## src/rtl/switch_rate_select_pkg.sv

```systemverilog
// Shared definitions for the switch-driven rate selector.
// Holds the default tick periods for each rate index, the 2-bit rate index
// constants and the RUN/PAUSED state encoding used by the top level.
package switch_rate_select_pkg;

    // Default tick periods, in clocks, for a 25 MHz system clock.
    localparam int unsigned DEF_COUNT_10HZ = 1250000;
    localparam int unsigned DEF_COUNT_5HZ  = 2500000;
    localparam int unsigned DEF_COUNT_2HZ  = 6250000;
    localparam int unsigned DEF_COUNT_1HZ  = 12500000;

    // Rate index values as seen on o_Rate_Sel.
    localparam logic [1:0] RATE_10HZ = 2'd0;
    localparam logic [1:0] RATE_5HZ  = 2'd1;
    localparam logic [1:0] RATE_2HZ  = 2'd2;
    localparam logic [1:0] RATE_1HZ  = 2'd3;

    typedef enum logic {
        ST_RUN    = 1'b0,
        ST_PAUSED = 1'b1
    } run_state_t;

endpackage

```

## src/rtl/switch_rate_select_if.sv

```systemverilog
// Bundle of the user-facing signals of switch_rate_select.
//   i_Switch_1  raw push-button, release advances the rate
//   i_Switch_2  raw push-button, release toggles run/pause
//   o_Tick      single-cycle pulse at the selected rate
//   o_Rate_Sel  current rate index (0=10Hz,1=5Hz,2=2Hz,3=1Hz)
//   o_Running   high in RUN, low in PAUSED
//   dbg_state   raw FSM state, for observation only
// There is no valid/ready handshake: the switches are level inputs sampled
// every clock and the outputs are registered levels/pulses.
// master: the environment (drives switches); slave: the design.
interface switch_rate_select_if;
    import switch_rate_select_pkg::*;

    logic       i_Switch_1;
    logic       i_Switch_2;
    logic       o_Tick;
    logic [1:0] o_Rate_Sel;
    logic       o_Running;
    run_state_t dbg_state;

    modport master (
        output i_Switch_1, i_Switch_2,
        input  o_Tick, o_Rate_Sel, o_Running, dbg_state
    );

    modport slave (
        input  i_Switch_1, i_Switch_2,
        output o_Tick, o_Rate_Sel, o_Running, dbg_state
    );
endinterface

```

## src/rtl/switch_rate_select_debounce_release.sv

```systemverilog
// debounce_release: synchronizes one raw push-button, debounces it and
// emits a single-cycle pulse when the debounced level falls (button release).
//   i_Clk      system clock
//   i_Rst_L    asynchronous active-low reset
//   i_Switch   raw asynchronous switch input
//   o_Release  one-cycle pulse, registered, on a debounced 1->0 transition
module debounce_release #(
    parameter int unsigned g_DEBOUNCE_LIMIT = 250000
) (
    input  logic i_Clk,
    input  logic i_Rst_L,
    input  logic i_Switch,
    output logic o_Release
);

    localparam int unsigned CNT_W = $clog2(g_DEBOUNCE_LIMIT + 1);
    localparam logic [CNT_W-1:0] CNT_LAST = CNT_W'(g_DEBOUNCE_LIMIT - 1);

    logic             sync_meta;
    logic             sync_out;
    logic             level;
    logic [CNT_W-1:0] count;

    always_ff @(posedge i_Clk or negedge i_Rst_L) begin
        if (!i_Rst_L) begin
            sync_meta <= 1'b0;
            sync_out  <= 1'b0;
            level     <= 1'b0;
            count     <= '0;
            o_Release <= 1'b0;
        end else begin
            sync_meta <= i_Switch;
            sync_out  <= sync_meta;
            o_Release <= 1'b0;
            if (sync_out == level) begin
                count <= '0;
            end else if (count == CNT_LAST) begin
                // This is the LIMIT-th consecutive differing cycle: accept the
                // new level. A pulse only when the old level was high (release).
                level     <= sync_out;
                count     <= '0;
                o_Release <= level;
            end else begin
                count <= count + 1'b1;
            end
        end
    end

endmodule

```

## src/rtl/switch_rate_select.sv

```systemverilog
// switch_rate_select: two debounced push-buttons control a tick generator.
// Releasing switch 1 cycles the tick rate through four periods; releasing
// switch 2 toggles between RUN (ticking) and PAUSED (prescaler frozen).
//   i_Clk    system clock (only clock)
//   i_Rst_L  asynchronous active-low reset
//   bus      switch_rate_select_if.slave: switches in, tick/rate/running out
module switch_rate_select
    import switch_rate_select_pkg::*;
#(
    parameter int unsigned g_DEBOUNCE_LIMIT = 250000,
    parameter int unsigned g_COUNT_10HZ     = DEF_COUNT_10HZ,
    parameter int unsigned g_COUNT_5HZ      = DEF_COUNT_5HZ,
    parameter int unsigned g_COUNT_2HZ      = DEF_COUNT_2HZ,
    parameter int unsigned g_COUNT_1HZ      = DEF_COUNT_1HZ
) (
    input logic                  i_Clk,
    input logic                  i_Rst_L,
    switch_rate_select_if.slave  bus
);

    logic        rel_1;
    logic        rel_2;
    logic [1:0]  rate;
    logic [31:0] prescaler;
    logic [31:0] limit_m1;
    logic        tick;
    run_state_t  state;
    run_state_t  state_next;

    debounce_release #(.g_DEBOUNCE_LIMIT(g_DEBOUNCE_LIMIT)) u_sw1 (
        .i_Clk     (i_Clk),
        .i_Rst_L   (i_Rst_L),
        .i_Switch  (bus.i_Switch_1),
        .o_Release (rel_1)
    );

    debounce_release #(.g_DEBOUNCE_LIMIT(g_DEBOUNCE_LIMIT)) u_sw2 (
        .i_Clk     (i_Clk),
        .i_Rst_L   (i_Rst_L),
        .i_Switch  (bus.i_Switch_2),
        .o_Release (rel_2)
    );

    // Terminal count for the currently selected rate.
    always_comb begin
        limit_m1 = 32'(g_COUNT_10HZ) - 32'd1;
        case (rate)
            RATE_5HZ: limit_m1 = 32'(g_COUNT_5HZ) - 32'd1;
            RATE_2HZ: limit_m1 = 32'(g_COUNT_2HZ) - 32'd1;
            RATE_1HZ: limit_m1 = 32'(g_COUNT_1HZ) - 32'd1;
            default:  limit_m1 = 32'(g_COUNT_10HZ) - 32'd1;
        endcase
    end

    // FSM state register.
    always_ff @(posedge i_Clk or negedge i_Rst_L) begin
        if (!i_Rst_L) begin
            state <= ST_RUN;
        end else begin
            state <= state_next;
        end
    end

    // FSM next state: each switch-2 release toggles RUN/PAUSED.
    always_comb begin
        state_next = state;
        if (rel_2) begin
            state_next = (state == ST_RUN) ? ST_PAUSED : ST_RUN;
        end
    end

    // Rate register, prescaler and tick. The prescaler follows the state the
    // FSM is entering, so a pause freezes the value present at the release
    // event and a resume counts in the same cycle as the release event.
    // A rate change clears the prescaler and wins over a terminal count.
    always_ff @(posedge i_Clk or negedge i_Rst_L) begin
        if (!i_Rst_L) begin
            rate      <= RATE_10HZ;
            prescaler <= '0;
            tick      <= 1'b0;
        end else begin
            tick <= 1'b0;
            if (rel_1) begin
                rate      <= rate + 2'd1;
                prescaler <= '0;
            end else if (state_next == ST_RUN) begin
                if (prescaler == limit_m1) begin
                    prescaler <= '0;
                    tick      <= 1'b1;
                end else begin
                    prescaler <= prescaler + 32'd1;
                end
            end
        end
    end

    assign bus.o_Tick     = tick;
    assign bus.o_Rate_Sel = rate;
    assign bus.o_Running  = (state == ST_RUN);
    assign bus.dbg_state  = state;

endmodule

```

## src/flat_wrapper.sv

```systemverilog
// flat-port wrapper written by rule: the top's interface ports become plain ports
module switch_rate_select_flat import switch_rate_select_pkg::*;
#(
    parameter int unsigned g_DEBOUNCE_LIMIT = 250000,
    parameter int unsigned g_COUNT_10HZ     = DEF_COUNT_10HZ,
    parameter int unsigned g_COUNT_5HZ      = DEF_COUNT_5HZ,
    parameter int unsigned g_COUNT_2HZ      = DEF_COUNT_2HZ,
    parameter int unsigned g_COUNT_1HZ      = DEF_COUNT_1HZ
)
  (i_Clk, i_Rst_L, bus_i_Switch_1, bus_i_Switch_2, bus_o_Tick, bus_o_Rate_Sel, bus_o_Running, bus_dbg_state);
  switch_rate_select_if bus_i ();
  input logic i_Clk;
  input logic i_Rst_L;
  input wire logic [$bits(bus_i.i_Switch_1)-1:0] bus_i_Switch_1;
  input wire logic [$bits(bus_i.i_Switch_2)-1:0] bus_i_Switch_2;
  output wire logic [$bits(bus_i.o_Tick)-1:0] bus_o_Tick;
  output wire logic [$bits(bus_i.o_Rate_Sel)-1:0] bus_o_Rate_Sel;
  output wire logic [$bits(bus_i.o_Running)-1:0] bus_o_Running;
  output wire logic [$bits(bus_i.dbg_state)-1:0] bus_dbg_state;
  assign bus_i.i_Switch_1 = bus_i_Switch_1;
  assign bus_i.i_Switch_2 = bus_i_Switch_2;
  assign bus_o_Tick = bus_i.o_Tick;
  assign bus_o_Rate_Sel = bus_i.o_Rate_Sel;
  assign bus_o_Running = bus_i.o_Running;
  assign bus_dbg_state = bus_i.dbg_state;
  switch_rate_select #(.g_DEBOUNCE_LIMIT(g_DEBOUNCE_LIMIT), .g_COUNT_10HZ(g_COUNT_10HZ), .g_COUNT_5HZ(g_COUNT_5HZ), .g_COUNT_2HZ(g_COUNT_2HZ), .g_COUNT_1HZ(g_COUNT_1HZ)) u_core (.i_Clk(i_Clk), .i_Rst_L(i_Rst_L), .bus(bus_i));
endmodule
```

## config.mk

```make
export PLATFORM = sky130hd
export DESIGN_NAME = switch_rate_select_flat
export DESIGN_NICKNAME = d
export VERILOG_FILES = /design/src/rtl/switch_rate_select_pkg.sv /design/src/rtl/switch_rate_select_if.sv /design/src/rtl/switch_rate_select_debounce_release.sv /design/src/rtl/switch_rate_select.sv /design/src/flat_wrapper.sv
export SDC_FILE = /design/constraint.sdc
export NUM_CORES = 1
export LEC_CHECK = 0
export ABC_CLOCK_PERIOD_IN_PS = 3750
export CORE_MARGIN = 3
export CORE_UTILIZATION = 50
export DETAILED_ROUTE_END_ITERATION = 10
export DONT_BUFFER_PORTS = 1
export GPL_ROUTABILITY_DRIVEN = 0
export SETUP_SLACK_MARGIN = 0.3
export SYNTH_ARGS = -nofsm -noshare
export SYNTH_HDL_FRONTEND = slang
export SYNTH_SLANG_ARGS = --single-unit
```

## constraint.sdc

```tcl
create_clock -name i_Clk -period 3.75 [get_ports i_Clk]
set_clock_uncertainty 0.1 [all_clocks]
set_input_delay 0.9375 -clock i_Clk [delete_from_list [all_inputs] [get_ports i_Clk]]
set_output_delay 0.9375 -clock i_Clk [all_outputs]
set_load 0.01 [all_outputs]
```

* Yosys cells after proc, flatten, opt, wreduce, memory -nomap -nowiden
Index checks and enable logic that the tools add are counted.
** Word-level totals
- Output and inout port bits :: 5
- Word-level logic and storage cells :: 49
- Flip-flop bits (word level) :: 80
** Operators by class
- Equality and inequality tests :: 9
- Bitwise gates (word level) :: 3
- Reductions and logical operators :: 2
- Muxes and demuxes :: 17
- Add/subtract/negate cells :: 4
** Operator list (count)
- two-way mux 32 bit :: 3
- two-way mux 18 bit :: 4
- case mux 24 bit (3 select lines) :: 1
- adder 18 x 1 -> 18 bit (second input constant) :: 2
- == test 18 bit (second input constant) :: 2
- adder 32 x 1 -> 32 bit (second input constant) :: 1
- == test 32 x 24 -> 1 bit :: 1
- two-way mux 1 bit :: 9
- == test 2 bit (second input constant) :: 2
- AND reduction 2 bit :: 2
- NOT 1 bit :: 3
- adder 2 x 1 -> 2 bit (second input constant) :: 1
- == test 1 bit :: 2
- == test 2 x 1 -> 1 bit (second input constant) :: 1
- inequality test 2 bit (second input constant) :: 1

* Logic depth before layout (Yosys ltp)
- Depth after elaboration :: 6
- Gate-level depth with buffers :: 9
- Depth with buffers taken out :: 8

* Modules after synthesis
From an unflattened synthesis, not the netlist that was laid out.
** Second synthesis, totals
- Cell total of the unflattened synthesis :: 449
- Area total of the unflattened synthesis :: 4319.1 um^2
** Modules (own cells, without submodules)
- switch_rate_select :: instances 1, cells an instance 250, seq. area each 900.9 um^2, area an instance 2227.1 um^2
- debounce_release at u_core.u_sw1 :: instances 1, cells an instance 100, seq. area each 550.5 um^2, area an instance 1056.0 um^2
- debounce_release at u_core.u_sw2 :: instances 1, cells an instance 99, seq. area each 550.5 um^2, area an instance 1036.0 um^2

* Least setup slack after synthesis
Ideal clock, no wire load.
- Kind :: register to register
- From :: register u_core.rate[1], in the netlist u_core.bus.o_Rate_Sel[1]
- To :: register u_core.prescaler[23]
- Stages on the path, launching flop included :: 10
- Arrival :: 2.218 ns
- Path slack :: 1.313 ns
- Required time :: 3.531 ns
- Buffers on the path :: 1
- Clock period less this slack :: 2.437 ns
- Cell sequence :: dfrtp_1 > inv_1 > ha_1 > or4bb_2 > o32ai_1 > and4_1 > nand3_2 > a21oi_4 > buf_6 > nor2_1
** On the way
- Cells in the longest elaborated chain, start to end :: 6
- Elaborated cells on any way between the ends :: 8
- Those cells by class :: 4 x eq/ne; 4 x mux
** RTL lines
- start: declaration :: RTL line switch_rate_select.sv:23 : logic [1:0] rate;
- start signal: assignment :: RTL line switch_rate_select.sv:84 : rate <= rate + 2'd1;
- == test 2 bit / == test 2 x 1 -> 1 bit (equally long branches) :: RTL line switch_rate_select.sv:47 : case (rate)
- case mux 24 bit (3 select lines) * :: RTL line switch_rate_select.sv:47
- == test 32 x 24 -> 1 bit * :: RTL line switch_rate_select.sv:87 : if (prescaler == limit_m1) begin
- two-way mux 32 bit * :: RTL line switch_rate_select.sv:87
- two-way mux 32 bit * :: RTL line switch_rate_select.sv:86 : end else if (state_next == ST_RUN) begin
- two-way mux 32 bit * :: RTL line switch_rate_select.sv:83 : if (rel_1) begin
- end signal: assignment :: RTL line switch_rate_select.sv:91 : prescaler <= prescaler + 32'd1;
- end: declaration :: RTL line switch_rate_select.sv:24 : logic [31:0] prescaler;
Mark *: on every way between the ends. The rest lies on a longest branch, timed or not. The select of a mux whose other input is x is not followed.
A chain may end at the register's enable or synchronous reset.

* Final worst setup path
- From :: register u_core.rate[1], in the netlist u_core.bus.o_Rate_Sel[1]
- To :: register u_core.prescaler[5]
Same word-level chain as after synthesis.

==> out/results.ini <==
[sta]
setup_ws_ps=790.1
worst_slew_pin_slew_ps=707.9
slew_headroom=0.5244
final-max-slew-violation-count=0
setup_total_negative_slack_ps=0
max_clock_freq_mhz=337.8
final.min_clock_period_ps=2960
finalSetupViolations=0
finalCritPeriodShare=0.7893
hold_viol_final=0
rsz0062_at_grt=false

[outcome]
run_status=finished, final reports clean

[critical_path]
timing.critical_path.depth=7
critical_path_required_ps=3860
timing.critical_path.slowest_cell_delay_ps=640
kind_of_cell_adding_the_most_delay_to_the_critical_path=simple AND/OR/NAND/NOR gates
timing.critical_path.to_type=flip-flop
crit_arrival_ps=3070
worstPathBufferInverterCount=1
worst_path_cell_trace=inv_1 > ha_1 > or4b_2 > a32oi_1 > nand3_2 > a21oi_4 > nor2_1
critPathMaxFanout=22
path_class=reg -> reg
critical-path-slowest-cell=sky130_fd_sc_hd__or4b_2
worst-r2r-cell-count=7
crit_path_start_kind=flip-flop

[layout]
drive_above_1_share=0.07914
post-route-cell-area_um2=4310
final-seq-area_um2=2002
n_antenna_cell=0
layout_common_cells=sky130_fd_sc_hd__dfrtp_1 (80), sky130_fd_sc_hd__nor2_1 (74), sky130_fd_sc_hd__nand2_1 (40), sky130_fd_sc_hd__xor2_1 (39), sky130_fd_sc_hd__nand3_1 (24)
syn_to_final_growth_pct=6.954
final_common_cell=sky130_fd_sc_hd__dfrtp_1
multi_input_area_um2=1941
nFillCells=699
layout.nets=423

[drt]
drtIter0Drc=157
detail_route.vias_per_cell=5.474
drcViolationCount=0
via_count=2841
antenna_violating_nets_post_route=0
routedWlPerCell_um=14.96
drt_wirelength_mm=7.764
detail_route.first_pass.iterations=4

[synth]
synth.cell_area_um2=4030
syn_nets=420
post_synthesis_sequential_element_count=80
synthDominantCellAreaShare=0.4967
synthTopCellsByArea=sky130_fd_sc_hd__dfrtp_1 (50%), sky130_fd_sc_hd__xor2_1 (8.5%), sky130_fd_sc_hd__nor2_1 (6.9%), sky130_fd_sc_hd__xnor2_1 (4.3%), sky130_fd_sc_hd__nand2_1 (3.7%)
synth_seq_area_share=0.4967
synth.yosys.warnings=0
netlist_instances=409
syn_area_per_cell_um2=9.854
synth_edf_count=0
synth_top_flop_cell=sky130_fd_sc_hd__dfrtp_1
ys_types=52
async_flop_share=1.000
cell_taking_the_most_area_after_synthesis=sky130_fd_sc_hd__dfrtp_1

[cts]
numClockSinks=80
cts_tree=done
clock_latency_ps=350
cts-buffers-inserted=9
ctsRootBufferMaster=sky130_fd_sc_hd__clkbuf_8
post_cts.repair.setup_buffers=0
cts_resized=0
cts.path.max_buffers=2
post_cts_hold_buffer_count=0
h-tree-depth=3
cts.clk_slew.worst_paths_ps=90

[power_and_ir_drop]
power.ir.vdd_worst_mv=0.1636
p_leak_nw=1.934
pwr_density_nw_per_um2=358.8

[grt]
grt_use_met2=0.2970
grt_use_total=0.1890
grt.met1_usage=0.2511
antenna_found_initial=0
maximum_number_of_pins_on_one_net_before_global_route_repair=81
global_route.peak_usage_layer=met2
grt_pass1_vias=2827
use_met3=0.04144
gr_ovfl_total=0
first_pass_grt_wire_length_mm=13.36

[run]
cap_viol_max_count=0

[floorplan]
design.portCount=9
core_area_um2=7767
die_height_um=95.78
floorplan.die.width_um=95.78
row_count=32
dieArea_um2=9174
floorplan.initialDensity=0.5188

[worst_hold_path]
hold_class=in -> async

[placed_design]
portBuffers=0
placement.cell_area_um2=4104
place_hpwl_mm=5.117
dp_slack_ps=772.9

[routing by layer]
layer / routed length (um) / vias to the layer above
li1: - / 1425
met1: 3847 / 1370
met2: 3583 / 35
met3: 209 / 11
met4: 124 / 0
met5: 0 / -
[cell families after synthesis]
group	after synthesis	synth area share
buffers and inverters	17	0.02173
and+or+nand+nor	212	0.2658
adders and majority gates	7	0.02173
xor gates and xnor gates	59	0.1282
AOI/OAI and AO/OA	31	0.05744
muxes	3	0.008382
DFF	80	0.4967
[power by group]
group	internal [W]	switching [W]
logic	0.00000555	0.00000958
registers	0.000869	0.00000532
clock network	0.000328	0.000329
[path summary, 6_finish.rpt]
kind                                          start                  endpoint  slack [ps]
setup / recovery           u_core.bus.o_Rate_Sel[1]       u_core.prescaler[5]         790
hold / removal                              i_Rst_L      u_core.prescaler[16]         170
setup reg to reg           u_core.bus.o_Rate_Sel[1]       u_core.prescaler[5]         790
hold reg to reg              u_core.u_sw2.sync_meta     u_core.u_sw2.sync_out         250
max in group asynchronous                   i_Rst_L  u_core.bus.o_Rate_Sel[1]        3250
min in group i_Clk           u_core.u_sw2.sync_meta     u_core.u_sw2.sync_out         250
[layout make-up]
class	count	share of cell area
Sequential cell	80	0.4644
Multi-Input combinational cell	312	0.4502
Clock buffer	10	0.03193
Tap cell	102	0.02961
Clock inverter	6	0.01597
Inverter	9	0.007837
[synth_stat cells (2+ instances only)]
cell                       count
sky130_fd_sc_hd__dfrtp_1      80
sky130_fd_sc_hd__nor2_1       74
sky130_fd_sc_hd__nand2_1      40
sky130_fd_sc_hd__xor2_1       39
sky130_fd_sc_hd__nand3_1      24
sky130_fd_sc_hd__xnor2_1      20
sky130_fd_sc_hd__and3_1       13
sky130_fd_sc_hd__nand4_1      13
sky130_fd_sc_hd__inv_1         9
sky130_fd_sc_hd__a31oi_1       7
sky130_fd_sc_hd__and4_1        7
sky130_fd_sc_hd__ha_1          7
sky130_fd_sc_hd__nor3_1        6
sky130_fd_sc_hd__nor4_1        6
sky130_fd_sc_hd__o21ai_0       5
sky130_fd_sc_hd__nor2_2        4
sky130_fd_sc_hd__a211o_1       3
sky130_fd_sc_hd__a21oi_1       3
sky130_fd_sc_hd__clkbuf_1      3
sky130_fd_sc_hd__mux2_2        3
sky130_fd_sc_hd__nor3b_1       3
sky130_fd_sc_hd__and2_1        2
sky130_fd_sc_hd__buf_4         2
sky130_fd_sc_hd__buf_6         2
sky130_fd_sc_hd__nand4b_1      2
sky130_fd_sc_hd__nor4bb_1      2
sky130_fd_sc_hd__o211a_1       2
sky130_fd_sc_hd__or3_1         2
sky130_fd_sc_hd__or3_2         2
sky130_fd_sc_hd__or4_1         2
[sequential cells by signal (all words and copies together), names as in the netlist, 2 cells and up]
signal                 cells
u_core.bus.o_Rate_Sel      2
u_core.u_sw1.count        18
u_core.u_sw2.count        18
u_core.prescaler          32
[metrics by stage]
| stage | hold slack, ps | power [W] | utilization | instances |
|---|---|---|---|---|
| 3_5_place_dp | 237.1 | 0.0009071 | 0.5284 | 503 |
| 5_1_grt | 130.2 | 0.001613 | 0.5549 | 519 |
| 2_1_floorplan | 231.2 | 0.0009026 | - | 409 |
| 3_3_place_gp | 231.2 | 0.0009065 | 0.5284 | 503 |
| 6_report | 171.7 | 0.001546 | 0.5549 | 519 |
| 4_1_cts | 148.0 | 0.001572 | 0.5549 | 519 |
Power figures use the tool's default switching activity.
